===== src/rtl/surf_cin_decoder.sv =====
// SURF CIN receiver: aligns the 4-bit ISERDES nibble stream to 32-bit command
// words by hunting for the training word, slipping the ISERDES when it is not found.
module surf_cin_decoder #(
  parameter logic [31:0] TRAIN_SEQUENCE = 32'hA55A6996,
  parameter int          LOCK_COUNT     = 8,
  parameter int          BITSLIP_WAIT   = 3,
  parameter int          HUNT_LIMIT     = 16
) (
  input  logic        sysclk_i,
  input  logic        rst_i,
  input  logic [3:0]  cin_data_i,
  input  logic        relock_i,
  output logic        bitslip_o,
  output logic        locked_o,
  output logic [31:0] command_o,
  output logic        command_valid_o,
  output logic        train_o,
  output logic        sync_o,
  output logic [2:0]  bitslip_count_o
);

  typedef enum logic [1:0] {HUNT, SLIPWAIT, VERIFY, LOCKED} state_t;

  localparam logic [7:0] HUNT_LAST = 8'(HUNT_LIMIT - 1);
  localparam logic [3:0] WAIT_LAST = 4'(BITSLIP_WAIT);
  localparam logic [3:0] LOCK_LAST = 4'(LOCK_COUNT);

  state_t      state, state_nxt;
  logic [31:0] shreg;
  logic [7:0]  hunt_tmr, hunt_tmr_nxt;
  logic [3:0]  wait_cnt, wait_cnt_nxt;
  logic [3:0]  match_cnt, match_cnt_nxt;
  logic [2:0]  phase, phase_nxt;
  logic        slip_nxt, locked_nxt, cv_nxt, train_nxt, sync_nxt;
  logic [2:0]  slip_cnt_nxt;
  logic [31:0] command_nxt;
  logic        match;

  assign match = (shreg == TRAIN_SEQUENCE);

  always_ff @(posedge sysclk_i) begin
    if (rst_i) begin
      state           <= HUNT;
      shreg           <= '0;
      hunt_tmr        <= '0;
      wait_cnt        <= '0;
      match_cnt       <= '0;
      phase           <= '0;
      bitslip_o       <= 1'b0;
      bitslip_count_o <= '0;
      locked_o        <= 1'b0;
      command_o       <= '0;
      command_valid_o <= 1'b0;
      train_o         <= 1'b0;
      sync_o          <= 1'b0;
    end else begin
      state           <= state_nxt;
      shreg           <= {shreg[27:0], cin_data_i};
      hunt_tmr        <= hunt_tmr_nxt;
      wait_cnt        <= wait_cnt_nxt;
      match_cnt       <= match_cnt_nxt;
      phase           <= phase_nxt;
      bitslip_o       <= slip_nxt;
      bitslip_count_o <= slip_cnt_nxt;
      locked_o        <= locked_nxt;
      command_o       <= command_nxt;
      command_valid_o <= cv_nxt;
      train_o         <= train_nxt;
      sync_o          <= sync_nxt;
    end
  end

  always_comb begin
    state_nxt     = state;
    hunt_tmr_nxt  = hunt_tmr;
    wait_cnt_nxt  = wait_cnt;
    match_cnt_nxt = match_cnt;
    phase_nxt     = phase;
    slip_nxt      = 1'b0;
    slip_cnt_nxt  = bitslip_count_o;
    locked_nxt    = locked_o;
    command_nxt   = command_o;
    cv_nxt        = 1'b0;
    train_nxt     = 1'b0;
    sync_nxt      = 1'b0;

    case (state)
      HUNT: begin
        hunt_tmr_nxt = hunt_tmr + 8'd1;
        if (match) begin
          // this cycle is word boundary 0, so the next one is phase 1
          state_nxt     = VERIFY;
          phase_nxt     = 3'd1;
          match_cnt_nxt = 4'd1;
          hunt_tmr_nxt  = '0;
        end else if (hunt_tmr == HUNT_LAST) begin
          state_nxt    = SLIPWAIT;
          slip_nxt     = 1'b1;
          slip_cnt_nxt = bitslip_count_o + 3'd1;
          hunt_tmr_nxt = '0;
          wait_cnt_nxt = '0;
        end
      end
      SLIPWAIT: begin
        // pulse cycle plus BITSLIP_WAIT idle cycles before hunting again
        if (wait_cnt == WAIT_LAST) begin
          state_nxt    = HUNT;
          hunt_tmr_nxt = '0;
        end else begin
          wait_cnt_nxt = wait_cnt + 4'd1;
        end
      end
      VERIFY: begin
        phase_nxt = phase + 3'd1;
        if (phase == 3'd0) begin
          if (match) begin
            match_cnt_nxt = match_cnt + 4'd1;
            if (match_cnt + 4'd1 == LOCK_LAST) begin
              state_nxt  = LOCKED;
              locked_nxt = 1'b1;
            end
          end else begin
            state_nxt     = HUNT;
            hunt_tmr_nxt  = '0;
            match_cnt_nxt = '0;
          end
        end
      end
      LOCKED: begin
        phase_nxt = phase + 3'd1;
        if (phase == 3'd0) begin
          sync_nxt = 1'b1;
          if (match) begin
            train_nxt = 1'b1;
          end else begin
            cv_nxt      = 1'b1;
            command_nxt = shreg;
          end
        end
      end
      default: state_nxt = HUNT;
    endcase

    // relock drops everything except the last command word
    if (relock_i) begin
      state_nxt     = HUNT;
      hunt_tmr_nxt  = '0;
      wait_cnt_nxt  = '0;
      match_cnt_nxt = '0;
      phase_nxt     = '0;
      slip_nxt      = 1'b0;
      slip_cnt_nxt  = '0;
      locked_nxt    = 1'b0;
      command_nxt   = command_o;
      cv_nxt        = 1'b0;
      train_nxt     = 1'b0;
      sync_nxt      = 1'b0;
    end
  end

endmodule


===== config.mk =====
export PLATFORM = sky130hd
export DESIGN_NAME = surf_cin_decoder
export DESIGN_NICKNAME = d
export VERILOG_FILES = /design/src/rtl/surf_cin_decoder.sv
export SDC_FILE = /design/constraint.sdc
export NUM_CORES = 1
export LEC_CHECK = 0
export ABC_AREA = 0
export CORE_AREA = 8 8 101 103
export CTS_CLUSTER_SIZE = 12
export DETAILED_ROUTE_END_ITERATION = 10
export DIE_AREA = 0 0 109 111
export PLACE_DENSITY_LB_ADDON = 0.08
export SLEW_MARGIN = 25
export SYNTH_ARGS = -nofsm -noshare
export SYNTH_HDL_FRONTEND = slang
export SYNTH_SLANG_ARGS = --single-unit

===== constraint.sdc =====
create_clock -name sysclk_i -period 2.6 [get_ports sysclk_i]
set_clock_uncertainty 0.15 [all_clocks]
set_input_delay 0.52 -clock sysclk_i [delete_from_list [all_inputs] [get_ports sysclk_i]]
set_output_delay 0.52 -clock sysclk_i [all_outputs]
set_load 0.05 [all_outputs]

==> summary.md, run 1 <==
The run finished with clean final reports. In this design, the largest share of critical-path delay is due to simple AND/OR/NAND/NOR gates. The final weighted congestion in routability-driven placement came out at 0.820. The area share of xor/xnor cells in the synthesized design was 0.00931; the static leakage was 0.00189 uW.

The tools report the achievable clock frequency as 434 MHz. The share of async-settable or async-resettable flops after synthesis is 0. Across the VDD grid, the largest voltage drop is 0.286 mV. The fraction of synthesized area in multiplexers was 0.101; the share of synthesized cell area in and, or, nand and nor gates was 0.217. In this run the worst path has a maximum fanout of 11. At the pin with the least slew margin, the transition time is 0.638 ns. The count of final max-slew check failures was 0. The synthesized instance count was 375.

Path class of the lowest-slack min-delay path: reg -> reg. The tools report the clock network fraction of total power as 0.384. The power per standard cell area came out at 531 mW/mm2. The global-route total usage across every layer was 0.139; the count of antenna-violating nets left after detailed routing was 0.

The tools report the post-cts gate resize count as 0. The synthesized area per cell works out to 10.0 um2. Dividing the detail-routed via count by the number of cells gives 5.27. Setup repair after global routing left no endpoint under its margin. The most used flip-flop cell after synthesis is sky130_fd_sc_hd__dfxtp_1. For the number of fill cells in the layout, the log shows 804. Hold is met by 0.331 ns.

Final period utilization: 0.886. The tree built by TritonCTS fans out to 93 sinks. The time the final worst path needs with I/O delays and setup is 2.30 ns. Walking the worst path, the cells encountered are inv_1, ha_1, nor3_1, a221o_2, or4_1, a211oi_1.

Internal cell power: 1850 uW. The clock passes through at most 2 buffers. Summing every instance area after synthesis gives 0.00376 mm2.

The number of placement rows is 34, and the iteration-0 DRC count of the detailed router is 88. Among all stages on the critical path, the largest delay is contributed by sky130_fd_sc_hd__or4_1. The first detailed-routing pass took 4 iterations. The classification of the worst setup path is reg -> reg. The run gives 0.00855 mm2 as the total core area.

The number of antenna diodes was 0. For this block, the via count after detailed routing is 2,842. The net count of the finished layout is 444. Once layout is done, the placed cells without fillers occupy 0.00458 mm2. The final setup slack of the worst path was 0.296 ns.

The count of flip-flops with a built-in enable after synthesis came out at 0. The hold violation count in the final report was 0; the post-synthesis to final-layout area growth was 21.6%. For the max-capacitance violation count, the log shows 0. The warning count from the yosys run is 0, and the total clock buffers created by CTS is 9. Post-place instance area: 0.00439 mm2. The register clock-pin slew on the reported worst setup and hold paths is 0.10 ns. Counting flops and latches in the post-synthesis netlist gives 93. Summing all multi-input logic gate instances after layout gives 0.00180 mm2. Fraction of power spent switching nets: 0.240. By area, the combinational part of the netlist is dominated by simple AND/OR/NAND/NOR gates. The number of nets handed over by synthesis was 393.

The tree is rooted in a sky130_fd_sc_hd__clkbuf_8. The number of different library cells used by synthesis comes to 55. The clock reaches the later pin of the worst-skew pair after 0.36 ns. Summed over all layers, the global routing overflow is 0. The die boundary width is 109 um. The worst endpoint required time is 2.73 ns.

The type of element capturing the critical path was a flop. The first global-routing pass estimated 13,700 um of wire. The tools report the sequential cell area as 0.00186 mm2. Once detailed placement completed, the half-perimeter wirelength came to 5580 um.

The count of buffers added on input and output ports is 46. Entering global routing, the biggest net connects 66 pins. The H-tree depth was 3; the adder and majority gate portion of the synthesized area was 0.0366.

In this run the post-CTS setup repair buffer count came out at 0. The part of the total power dissipated in combinational logic was 0.021; the number of DRC violations after detailed routing was 0. The critical path arrival came out at 2.43 ns. At the placement stage, the worst setup path has a slack of 0.329 ns. The sequential share of power was 0.595; the die outline area was 0.0121 mm2. The logs give 1 for the number of antenna violations at the first check in global routing and 0 for the number of hold buffers added after CTS. The run gives 0.440 as the effective utilization at floorplan. The detail-routed net length per standard cell is 14.9 um, and the highest cell delay on the worst timing path is 0.47 ns.

The share of the synthesized area in compound gates (AO/OA/AOI/OAI) was 0.111; the I/O pin total was 47. The die height was 111 um; the sum of internal, switching and leakage power was 2430 uW. The logs give 2,841 for the via count of the first global-routing pass and 0.495 for the sequential area share after synthesis. The analysis attributes to net switching a power of 582 uW. The share of layout cells above drive strength 1 is 0.114, and the number of failing setup endpoints in the final timing report is 0. The number of buffers and inverters on the critical path came out at 1. The run gives 8010 um as the total wire length. TritonCTS built the clock tree. The tools report the worst slew slack as a fraction of its limit as 0.575.

Startpoint type of the worst setup path: a flop. For the setup TNS, the log shows 0 ns.
state kept, by name (all words and copies together) (netlist names):
name / flops
match_cnt: 4
command_valid_o: 1
bitslip_o: 1
wait_cnt: 4
sync_o: 1
train_o: 1
state: 2
locked_o: 1
shreg: 32
hunt_tmr: 8
phase: 3
command_o: 32
bitslip_count_o: 3
cell usage after synthesis, types with 3 or more instances:
library cell / instances / area, um2
sky130_fd_sc_hd__nor2_1: 46 / 173
sky130_fd_sc_hd__nand2_1: 11 / 41.3
sky130_fd_sc_hd__dfxtp_1: 93 / 1860
sky130_fd_sc_hd__buf_4: 3 / 22.5
sky130_fd_sc_hd__ha_1: 11 / 138
sky130_fd_sc_hd__and4bb_2: 4 / 50.1
sky130_fd_sc_hd__mux2i_1: 38 / 380
sky130_fd_sc_hd__nand3_1: 9 / 45.0
sky130_fd_sc_hd__and3_1: 3 / 18.8
sky130_fd_sc_hd__nand3b_1: 4 / 30.0
sky130_fd_sc_hd__or4_1: 3 / 22.5
sky130_fd_sc_hd__a211oi_1: 5 / 37.5
sky130_fd_sc_hd__nor2b_1: 35 / 219
sky130_fd_sc_hd__a21oi_1: 12 / 60.1
sky130_fd_sc_hd__or3_1: 3 / 18.8
sky130_fd_sc_hd__nor3_1: 9 / 45.0
sky130_fd_sc_hd__o31ai_1: 4 / 30.0
sky130_fd_sc_hd__o21ai_0: 10 / 50.1
sky130_fd_sc_hd__xnor2_1: 3 / 26.3
sky130_fd_sc_hd__inv_1: 7 / 26.3
sky130_fd_sc_hd__o211ai_1: 4 / 30.0
sky130_fd_sc_hd__a31oi_1: 4 / 25.0
sky130_fd_sc_hd__clkbuf_1: 13 / 48.8
power by group through the flow:
stage / combinational (uW) / sequential [uW] / clock (uW)
after global routing: 56.9 / 1450 / 1020
after floorplan: 33.2 / 1470 / 0
after detailed placement: 51.4 / 1480 / 0
after CTS: 51.5 / 1440 / 961
final: 50.8 / 1440 / 933
after global placement: 51.3 / 1480 / 0
worst paths after layout:
check / startpoint / to / slack, ns / cells after the start
hold / removal: shreg[10] / shreg[14] / 0.33 / 1
setup reg to reg: state[1] / hunt_tmr[6] / 0.30 / 6
hold reg to reg: shreg[10] / shreg[14] / 0.33 / 1
setup / recovery: state[1] / hunt_tmr[6] / 0.30 / 6
placed cells by master, fill, tap and decap left out, types with 2 or more instances in the layout:
cell type	Yosys	routed
sky130_fd_sc_hd__dfxtp_1	93	93
sky130_fd_sc_hd__nor2_1	46	46
sky130_fd_sc_hd__clkdlybuf4s50_1	0	45
sky130_fd_sc_hd__mux2i_1	38	38
sky130_fd_sc_hd__nor2b_1	35	35
sky130_fd_sc_hd__a21oi_1	12	12
sky130_fd_sc_hd__buf_4	3	12
sky130_fd_sc_hd__nand2_1	11	11
sky130_fd_sc_hd__ha_1	11	11
sky130_fd_sc_hd__o21ai_0	10	10
sky130_fd_sc_hd__clkbuf_8	0	10
sky130_fd_sc_hd__nand3_1	9	9
sky130_fd_sc_hd__nor3_1	9	9
sky130_fd_sc_hd__inv_1	7	7
sky130_fd_sc_hd__a211oi_1	5	5
sky130_fd_sc_hd__and4bb_2	4	4
sky130_fd_sc_hd__nand3b_1	4	4
sky130_fd_sc_hd__o31ai_1	4	4
sky130_fd_sc_hd__o211ai_1	4	4
sky130_fd_sc_hd__a31oi_1	4	4
sky130_fd_sc_hd__or4_1	3	3
sky130_fd_sc_hd__and3_1	3	3
sky130_fd_sc_hd__xnor2_1	3	3
sky130_fd_sc_hd__or3_1	3	3
sky130_fd_sc_hd__inv_6	0	3
sky130_fd_sc_hd__nand4_1	2	2
sky130_fd_sc_hd__nor4bb_1	2	2
sky130_fd_sc_hd__o21a_1	2	2
sky130_fd_sc_hd__and4_1	2	2
sky130_fd_sc_hd__nand2b_1	2	2
sky130_fd_sc_hd__o311a_2	2	2
sky130_fd_sc_hd__a311oi_1	2	2
sky130_fd_sc_hd__o211a_1	2	2
sky130_fd_sc_hd__clkinvlp_4	0	2
metal layers:
layer | global-route usage | wire, um | vias up | part of all wire
met5 | 0 | 13 | - | 0.0016
met4 | 0.0658 | 127 | 2 | 0.016
met3 | 0.0308 | 323 | 13 | 0.040
met2 | 0.213 | 3700 | 58 | 0.46
met1 | 0.178 | 3850 | 1346 | 0.48
li1 | - | - | 1423 | -
cell families after synthesis:
family,after synthesis
and+or+nand+nor,146
DFF,93
AOI/OAI and AO/OA,57
muxes,38
buffers and inverters,26
adders and majority gates,11
xor gates and xnor gates,4
area by class of cell:
class / instances / area share
Tap cell: 108 / 0.0295
Sequential cell: 93 / 0.407
Timing Repair Buffer: 59 / 0.124
Inverter: 7 / 0.00574
Clock inverter: 6 / 0.0115
Clock buffer: 10 / 0.0301
Multi-Input combinational cell: 256 / 0.393
through the flow:
step,std cells,utilization
global placement,523,0.513
detailed placement,523,0.513
floorplan,375,-
CTS,539,0.535
global route,539,0.535
finish,539,0.535
Power figures use the tool's default switching activity.
==> run 2, diff against run 1 <==
Settings changed: CORE_AREA 8 8 101 103 to 4 4 97 99, DIE_AREA 0 0 109 111 to 0 0 101 103.
==> run 2 against run 1 <==
Effect of this change: sequential share of layout area shrank 0.10 points; hold slack gained 0.0014 ns; flip-flop and latch count is the same; non-clock buffer count grew 2; fmax grew 0.18%; die area shrank 14%; register-to-register slack is essentially flat; clock power is essentially flat; total power is essentially flat; global-route usage grew 2.2 points; final cell count grew 0.37%.
==> summary.md, run 2 (synthesis gave the netlist of run 1 again) <==
The run finished with clean final reports. The total clock buffers created by CTS was 9; the final weighted congestion in routability-driven placement was 0.814. Counting both buffers and inverters, the worst setup path holds a total of 0.

After detailed routing, the number of remaining DRC violations is 0. The final layout contains 446 nets. TritonCTS built the clock tree. Timing analysis after detailed placement gives a worst setup slack of 0.319 ns. Traced cell by cell, the critical path runs through ha_1, or3b_4, a221o_2, or4_1, a211oi_1. The sequential share of power was 0.595; the aggregate global routing overflow was 0.

Classification of the worst setup path: reg -> reg. For this design, the CTS-stage hold fixing added 0 buffers. Setup repair after global routing left no endpoint under its margin. The setup TNS came out at 0 ns. The worst endpoint required time is 2.74 ns, and the detail-routed net length per standard cell is 14.3 um. The clock network fraction of total power was 0.384. The share of layout cells above drive strength 1 is 0.118. The tools report the later-pin clock latency in the skew report as 0.37 ns. The path class of the lowest-slack min-delay path is reg -> reg. In this run the power density over the cells is 529 mW/mm2. Dividing the detail-routed via count by the number of cells gives 5.22. The time the final worst path needs with I/O delays and setup works out to 2.30 ns. The run gives 93 as the TritonCTS sink count. The run gives 435 MHz as the achievable clock frequency. The detail route stage leaves a number of antenna-violating nets equal to 0.

The post-cts gate resize count was 0; the static leakage was 0.00191 uW. Setup violations remaining at the end of the flow were counted as 0. On the critical path the largest part of the delay comes from simple AND/OR/NAND/NOR gates. Of all nets on the critical path, the largest fanout is 7. The worst setup path is captured at a flop. In this design, the stage delay of the slowest critical-path cell is 0.49 ns. For the pin with the worst max-slew slack, the measured transition is 0.639 ns.

No sink is reached through more buffers than the 2 on the longest clock path. The largest individual stage delay along the critical path comes from the cell sky130_fd_sc_hd__or4_1. The part of the total power dissipated in combinational logic is 0.021. Across all setup checks in the final design, the least slack found is 0.300 ns.

Entering global routing, the biggest net connects 66 pins. In the layout the commonest cells are sky130_fd_sc_hd__dfxtp_1, sky130_fd_sc_hd__nor2_1, sky130_fd_sc_hd__clkdlybuf4s50_1, sky130_fd_sc_hd__mux2i_1, sky130_fd_sc_hd__nor2b_1. Number of antenna diodes: 0. The count of final max-slew check failures was 0; the die boundary width was 101 um. The die covers 0.0104 mm2.

STA classifies the critical path startpoint as a flop. The die height was 103 um. The global-route total usage across every layer is 0.161, and the hold violation count in the final report is 0. The first global-routing pass estimated 13,100 um of wire. For the effective utilization at floorplan, the log shows 0.440. The max-capacitance violation count is 0.

For the number of antenna violations at the first check in global routing, the log shows 0. The filler cells instantiated in the layout total 778. The quantity of I/O buffers inserted on ports is 46, and the sequential cell area is 0.00186 mm2. The register clock-pin slew on the reported worst setup and hold paths is 0.10 ns. The via total after detailed routing is 2,825. The worst slew slack as a fraction of its limit was 0.574. Power dissipated by switching net loads: 598 uW. Leaving out fill and tap cells, the most frequent cell in the layout is sky130_fd_sc_hd__dfxtp_1.

In the final layout, the registers with the most flip-flops are command_o: 32 flops, shreg: 32 flops, hunt_tmr: 8 flops. The initialized floorplan defines 34 standard-cell rows. After the first detailed-routing iteration, the DRC count stood at 70.

IR analysis of the VDD net gives a maximum drop of 0.286 mV. The fraction of power spent switching nets was 0.247; the critical path arrival was 2.44 ns. The tools report the I/O pin total as 47. The via count of the first global-routing pass is 2,703.

The tools report the cell at the root of the clock tree as sky130_fd_sc_hd__clkbuf_8. Cell internal power was estimated by the tool at 1830 uW. The core region is 0.00855 mm2.

After detailed routing, the total wire length is 7730 um. Compared with the post-synthesis result, the final layout area differs by 21.9%. Once the clock tree was built, the setup fixing pass inserted 0 buffers. The final period utilization works out to 0.885. The setup slack on the worst flop-to-flop path was 0.30 ns.

The detailed placement HPWL was 5390 um. The first TritonRoute pass finished after 4 iterations. The H-tree was split into 3 levels. The multi-input combinational cells in the finished layout cover a total of 0.00180 mm2.
[run 2: changes by cell type in the layout (fill, tap and decap cells not counted), sizes merged]
| cell | change |
|---|---|
| buf | +2 |
| clkinv | +2 |
| clkinvlp | -2 |
| clkbuf | -1 |
| inv | +1 |
[run 2: final timing paths]
path	startpoint	to	depth (start not counted)
max	wait_cnt[0]	hunt_tmr[6]	5
min	shreg[13]	shreg[17]	1
max reg2reg	wait_cnt[0]	hunt_tmr[6]	5
min reg2reg	shreg[13]	shreg[17]	1
[run 2: area by class of cell]
type | instances | area share
Sequential cell | 93 | 0.406
Tap cell | 108 | 0.0295
Clock inverter | 7 | 0.0136
Clock buffer | 9 | 0.0270
Inverter | 7 | 0.00573
Timing Repair Buffer | 61 | 0.127
Multi-Input combinational cell | 256 | 0.392
[run 2: through the flow]
| stage | area [um2] | utilization | hold WS [ns] | std cells | power, uW |
|---|---|---|---|---|---|
| 2_1_floorplan | 3760 | - | 0.301 | 375 | 1510 |
| 3_3_place_gp | 4400 | 0.515 | 0.313 | 525 | 1530 |
| 3_5_place_dp | 4400 | 0.515 | 0.324 | 525 | 1530 |
| 4_1_cts | 4590 | 0.536 | 0.338 | 541 | 2460 |
| 5_1_grt | 4590 | 0.536 | 0.349 | 541 | 2540 |
| 6_report | 4590 | 0.536 | 0.332 | 541 | 2430 |
[run 2: routing by layer]
layer  track usage  vias to the layer above  wire (um)
li1              -                     1437          -
met1         0.205                     1316       3590
met2         0.252                       60       3600
met3        0.0501                       12        403
met4        0.0706                        0        142
met5             0                        -          0
[run 2: power by group through the flow]
| stage | Clock [uW] | Combinational (uW) | Sequential (uW) |
|---|---|---|---|
| global route | 1030 | 55.9 | 1450 |
| floorplan | 0 | 33.2 | 1470 |
| finish | 932 | 50.1 | 1440 |
| detailed placement | 0 | 50.8 | 1480 |
| global placement | 0 | 51.4 | 1480 |
| CTS | 961 | 51.1 | 1440 |
